$ cat config.mk
export PLATFORM = sky130hd
export DESIGN_NAME = soma8bits_serial
export DESIGN_NICKNAME = d
export VERILOG_FILES = /design/src/rtl/soma8bits_serial.sv
export SDC_FILE = /design/constraint.sdc
export NUM_CORES = 1
export LEC_CHECK = 0
export CAP_MARGIN = 30
export CORE_ASPECT_RATIO = 0.7
export CORE_MARGIN = 3
export CORE_UTILIZATION = 27
export CTS_CLUSTER_DIAMETER = 150
export DETAILED_ROUTE_END_ITERATION = 10
export PLACE_DENSITY = 0.49
export SLEW_MARGIN = 5
export SYNTH_ARGS = -nofsm -noshare
export SYNTH_HDL_FRONTEND = slang
export SYNTH_SLANG_ARGS = --single-unit
$ cat constraint.sdc
create_clock -name clk -period 1.9 [get_ports clk]
set_input_delay 0.19 -clock clk [delete_from_list [all_inputs] [get_ports clk]]
set_output_delay 0.19 -clock clk [all_outputs]
set_load 0.005 [all_outputs]
$ cat src/rtl/soma8bits_serial.sv
`default_nettype none
// ============================================================================
// Module   : soma8bits_serial
// Brief    : Nibble-serial 8-bit adder sequencer driving a shared 4-bit adder
//            (no carry-in) with a valid/ready handshake on each side.
// Revision : 1.0 - initial release
// ============================================================================
module soma8bits_serial #(
    parameter bit SKIP_INC = 1'b0
) (
    input  logic       clk,
    input  logic       rst,
    input  logic       in_valid,
    output logic       in_ready,
    input  logic [7:0] a,
    input  logic [7:0] b,
    output logic [3:0] add_a,
    output logic [3:0] add_b,
    input  logic [3:0] add_o,
    input  logic       add_c,
    output logic [7:0] sum,
    output logic       cout,
    output logic       out_valid,
    input  logic       out_ready
);

    localparam logic [2:0] c_IDLE = 3'd0;
    localparam logic [2:0] c_LO   = 3'd1;
    localparam logic [2:0] c_HI   = 3'd2;
    localparam logic [2:0] c_INC  = 3'd3;
    localparam logic [2:0] c_DONE = 3'd4;

    logic [2:0] r_state;
    logic [7:0] r_ra;
    logic [7:0] r_rb;
    logic       r_c0;
    logic       r_c1;

    assign in_ready  = (r_state == c_IDLE) && !rst;
    assign out_valid = (r_state == c_DONE);

    // The shared adder is only borrowed in LO, HI and INC; otherwise it sees zeros.
    always_comb begin
        add_a = 4'd0;
        add_b = 4'd0;
        case (r_state)
            c_LO: begin
                add_a = r_ra[3:0];
                add_b = r_rb[3:0];
            end
            c_HI: begin
                add_a = r_ra[7:4];
                add_b = r_rb[7:4];
            end
            c_INC: begin
                add_a = sum[7:4];
                add_b = {3'b000, r_c0};
            end
            default: begin
                add_a = 4'd0;
                add_b = 4'd0;
            end
        endcase
    end

    always_ff @(posedge clk) begin
        if (rst) begin
            r_state <= c_IDLE;
            r_ra    <= 8'd0;
            r_rb    <= 8'd0;
            r_c0    <= 1'b0;
            r_c1    <= 1'b0;
            sum     <= 8'd0;
            cout    <= 1'b0;
        end else begin
            case (r_state)
                c_IDLE: begin
                    if (in_valid) begin
                        r_ra    <= a;
                        r_rb    <= b;
                        r_state <= c_LO;
                    end
                end
                c_LO: begin
                    sum[3:0] <= add_o;
                    r_c0     <= add_c;
                    r_state  <= c_HI;
                end
                c_HI: begin
                    sum[7:4] <= add_o;
                    r_c1     <= add_c;
                    if (SKIP_INC && !r_c0) begin
                        cout    <= add_c;
                        r_state <= c_DONE;
                    end else begin
                        r_state <= c_INC;
                    end
                end
                c_INC: begin
                    // c1 and the increment carry never coincide, so OR is exact.
                    sum[7:4] <= add_o;
                    cout     <= r_c1 | add_c;
                    r_state  <= c_DONE;
                end
                c_DONE: begin
                    if (out_ready) begin
                        r_state <= c_IDLE;
                    end
                end
                default: begin
                    r_state <= c_IDLE;
                end
            endcase
        end
    end

endmodule
`default_nettype wire

==> metrics.md <==
| Metric | Value |
|---|---|
| Vias per cell | `4.443` |
| Critical Path Source Type | `register` |
| CP Class | `reg2out` |
| Detailed Route WL | `3619 µm` |
| Number of max-cap violations | `0` |
| Avg Cell Area, Syn | `8.668 µm²` |
| Synth top area cells | `dfxtp_1, mux2i_1, nand2_1` |
| Worst hold path type | `in2reg` |
| Yosys reg bits | `30` |
| Largest family of logic cells by synthesized area | `simple AND/OR/NAND/NOR gates` |
| Root buffer cell | `clkbuf_8` |
| Initial DRC Count | `50` |
| CTS Buf Count | `5` |
| DRC Markers | `0` |
| Final slew viol count | `0` |
| Netlist cell types | `25` |
| ANT cells | `0` |
| Register area share after synthesis | `0.4558` |
| Via count | `1204` |
| Skew-Pair Late Insertion Delay | `0.27 ns` |
| Fmax | `549.2 MHz` |
| CTS max path bufs | `2` |
| Worst Setup SP | `r_state[1]$_SDFFE_PP0P_` |
| # IOs | `44` |
| Final ANT Viol Nets | `0` |
| Cell area after synthesis | `1318 µm²` |
| Hold buffer count at CTS | `0` |
| Post-synthesis mux area share | `0.1168` |
| Share of the synthesized area in the top cell type | `0.4558` |
| Fin cells | `271` |
| Worst EP arrival | `1.63 ns` |
| Port Buffers | `43` |
| Synth Area in XOR/XNOR | `0` |
| CP Capture Type | `primary output` |
| Synth async-reset ratio | `0` |
| Simple-gate area share of the yosys netlist | `0.2184` |
| Rel. slew slack | `0.7799` |
| Leading area contributor after synthesis | `dfxtp_1` |
| Status | `finished, final reports clean` |
| Hold Startpoint | `b[2]` |
| Layout area overhead | `53.37%` |
| # clock sinks | `30` |
| RSZ-0062 raised after global routing | `true` |
| P_leak | `0.8466 nW` |
| Core area | `4529 µm²` |
| Synth Area in Compound Gates | `0.1396` |
| H-tree levels | `2` |
| FILL cells | `435` |
| Rows | `20` |
| Synth Area in Adders | `0` |
| Warnings, synthesis | `0` |
| Ys flop type | `dfxtp_1` |
| Clock transition at path regs | `0.06 ns` |
| Initial antenna violation count | `0` |
| Syn nets | `177` |
| List of most frequent post-synthesis cells | `nand2_1, dfxtp_1, nor2_1` |
| Cell with the most instances after synthesis | `nand2_1` |
| First-pass GRT wire length | `5720 µm` |
| Congestion Overflow GR | `0` |
| Initial Utilization | `0.2909` |
| Period utilisation layout | `0.9584` |
| Final setup viols | `0` |
| Hold Vio Cnt, Final | `0` |
| Die ar. | `5767 µm²` |
| Number of synthesized flops with an enable pin | `0` |
| Worst EP required | `1.71 ns` |
| Slew @ Worst Pin | `0.3302 ns` |
| Largest net degree at the start of global routing | `30` |
| CTS tree | `yes` |
| GRT Overall Usage | `0.1300` |
| Number of global-route vias before repair | `1251` |
| DR WL/cell | `13.35 µm` |
| Power per cell area | `796.7 nW/µm²` |
| GPL Wtd Cong | `0.7210` |
| Reg-to-reg startpoint | `r_state[0]$_SDFFE_PP0P_` |
| Power Total | `1.610 mW` |
| Final min period | `1.821 ns` |
| Die H | `64.45 µm` |
| Clock skew | `0.003568 ns` |
| Cells after Synth | `152` |
| Dpl cells | `259` |
| Pre-antenna DRT Iters | `2` |
| Die X | `89.49 µm` |
| Layout cells sized above 1 | `0.1902` |
| Reg2reg setup slack | `0.40 ns` |
| HPWL after DPL | `2505 µm` |
| Setup TNS Final | `0 ns` |
| Final-stage net count | `229` |
| Peak supply drop | `0.4358 mV` |
| Worst-path maximum fanout | `6` |
==> sequential cells by signal (all words and copies together), names as in the netlist <==
register  count
cout          1
r_rb          8
sum           8
r_state       3
r_ra          8
r_c0          1
r_c1          1
==> layer usage <==
layer | vias to the layer above | wire length, µm | GRT usage
li1 | 619 | - | -
met1 | 557 | 1749 | 0.1639
met2 | 26 | 1674 | 0.2086
met3 | 2 | 184 | 0.04066
met4 | 0 | 11 | 0.04461
met5 | - | 0 | 0
==> repair_timing <==
action                     4_1_cts  5_1_grt
setup buffers                    1        3
gates resized for setup          7       10
setup endpoints to repair       10        8
==> layout make-up <==
| class | count | area, µm² | share of cell area |
|---|---|---|---|
| Clock buffer | 8 | 110.1 | 0.05449 |
| Inverter | 1 | 3.754 | 0.001858 |
| Tap cell | 66 | 82.58 | 0.04087 |
| Multi-Input combinational cell | 107 | 659.4 | 0.3263 |
| Sequential cell | 30 | 604.3 | 0.2991 |
| Timing Repair Buffer | 59 | 560.5 | 0.2774 |
==> power by group <==
part	switching, mW	total, mW	internal, mW
Clock	0.228	0.594	0.365
Combinational	0.140	0.318	0.178
Sequential	0.0274	0.699	0.671
==> path summary, 6_finish.rpt <==
path                               end  cells past startpoint
setup reg to reg  r_rb[5]$_SDFFE_PP0P_                      4
hold reg to reg   r_rb[0]$_SDFFE_PP0P_                      2
hold / removal    r_rb[2]$_SDFFE_PP0P_                      3
setup / recovery              add_b[2]                      5
==> stage by stage <==
| step | hold slack, ns | worst slack, ns | area [µm²] | utilization |
|---|---|---|---|---|
| final | 0.4589 | 0.07909 | 2021 | 0.4461 |
| after global routing | 0.4610 | -0.05037 | 2021 | 0.4461 |
| after CTS | 0.4469 | 0.001419 | 1961 | 0.4329 |
| after detailed placement | 0.4493 | 0.08975 | 1833 | 0.4047 |
| after global placement | 0.4435 | 0.1173 | 1833 | 0.4047 |
| after floorplan | 0.3259 | 0.4642 | 1318 | - |
==> cell families (layout without fill, tap and decap cells) <==
family,count (synthesis),after routing
simple gates,61,61
compound gates,31,31
flops,30,30
mux,15,15
buf+inv,15,68
==> critical path, stage by stage (launching register included) <==
cell	delay (ns)
dfxtp_4	0.38
nor2b_1	0.13
buf_4	0.16
a22oi_1	0.09
nor2_1	0.10
clkdlybuf4s50_1	0.50
==> layout by cell type, fill, tap and decap left out <==
cell type and instances:
a211oi_2 2, a21oi_1 19, a22oi_1 5, a22oi_2 2, a311oi_1 1, buf_4 15, buf_6 1, clkbuf_8 8
clkdlybuf4s50_1 36, dfxtp_1 29, dfxtp_4 1, dlygate4sd2_1 3, dlymetal6s2s_1 4, inv_1 1, mux2_2 3, mux2i_1 12
nand2_1 31, nand2_2 1, nor2_1 20, nor2b_1 2, nor2b_2 1, nor3b_1 1, nor3b_2 2, nor4_2 1
nor4b_4 1, o21a_1 1, o21ai_0 1, or4b_4 1
Power figures use the tool's default switching activity.
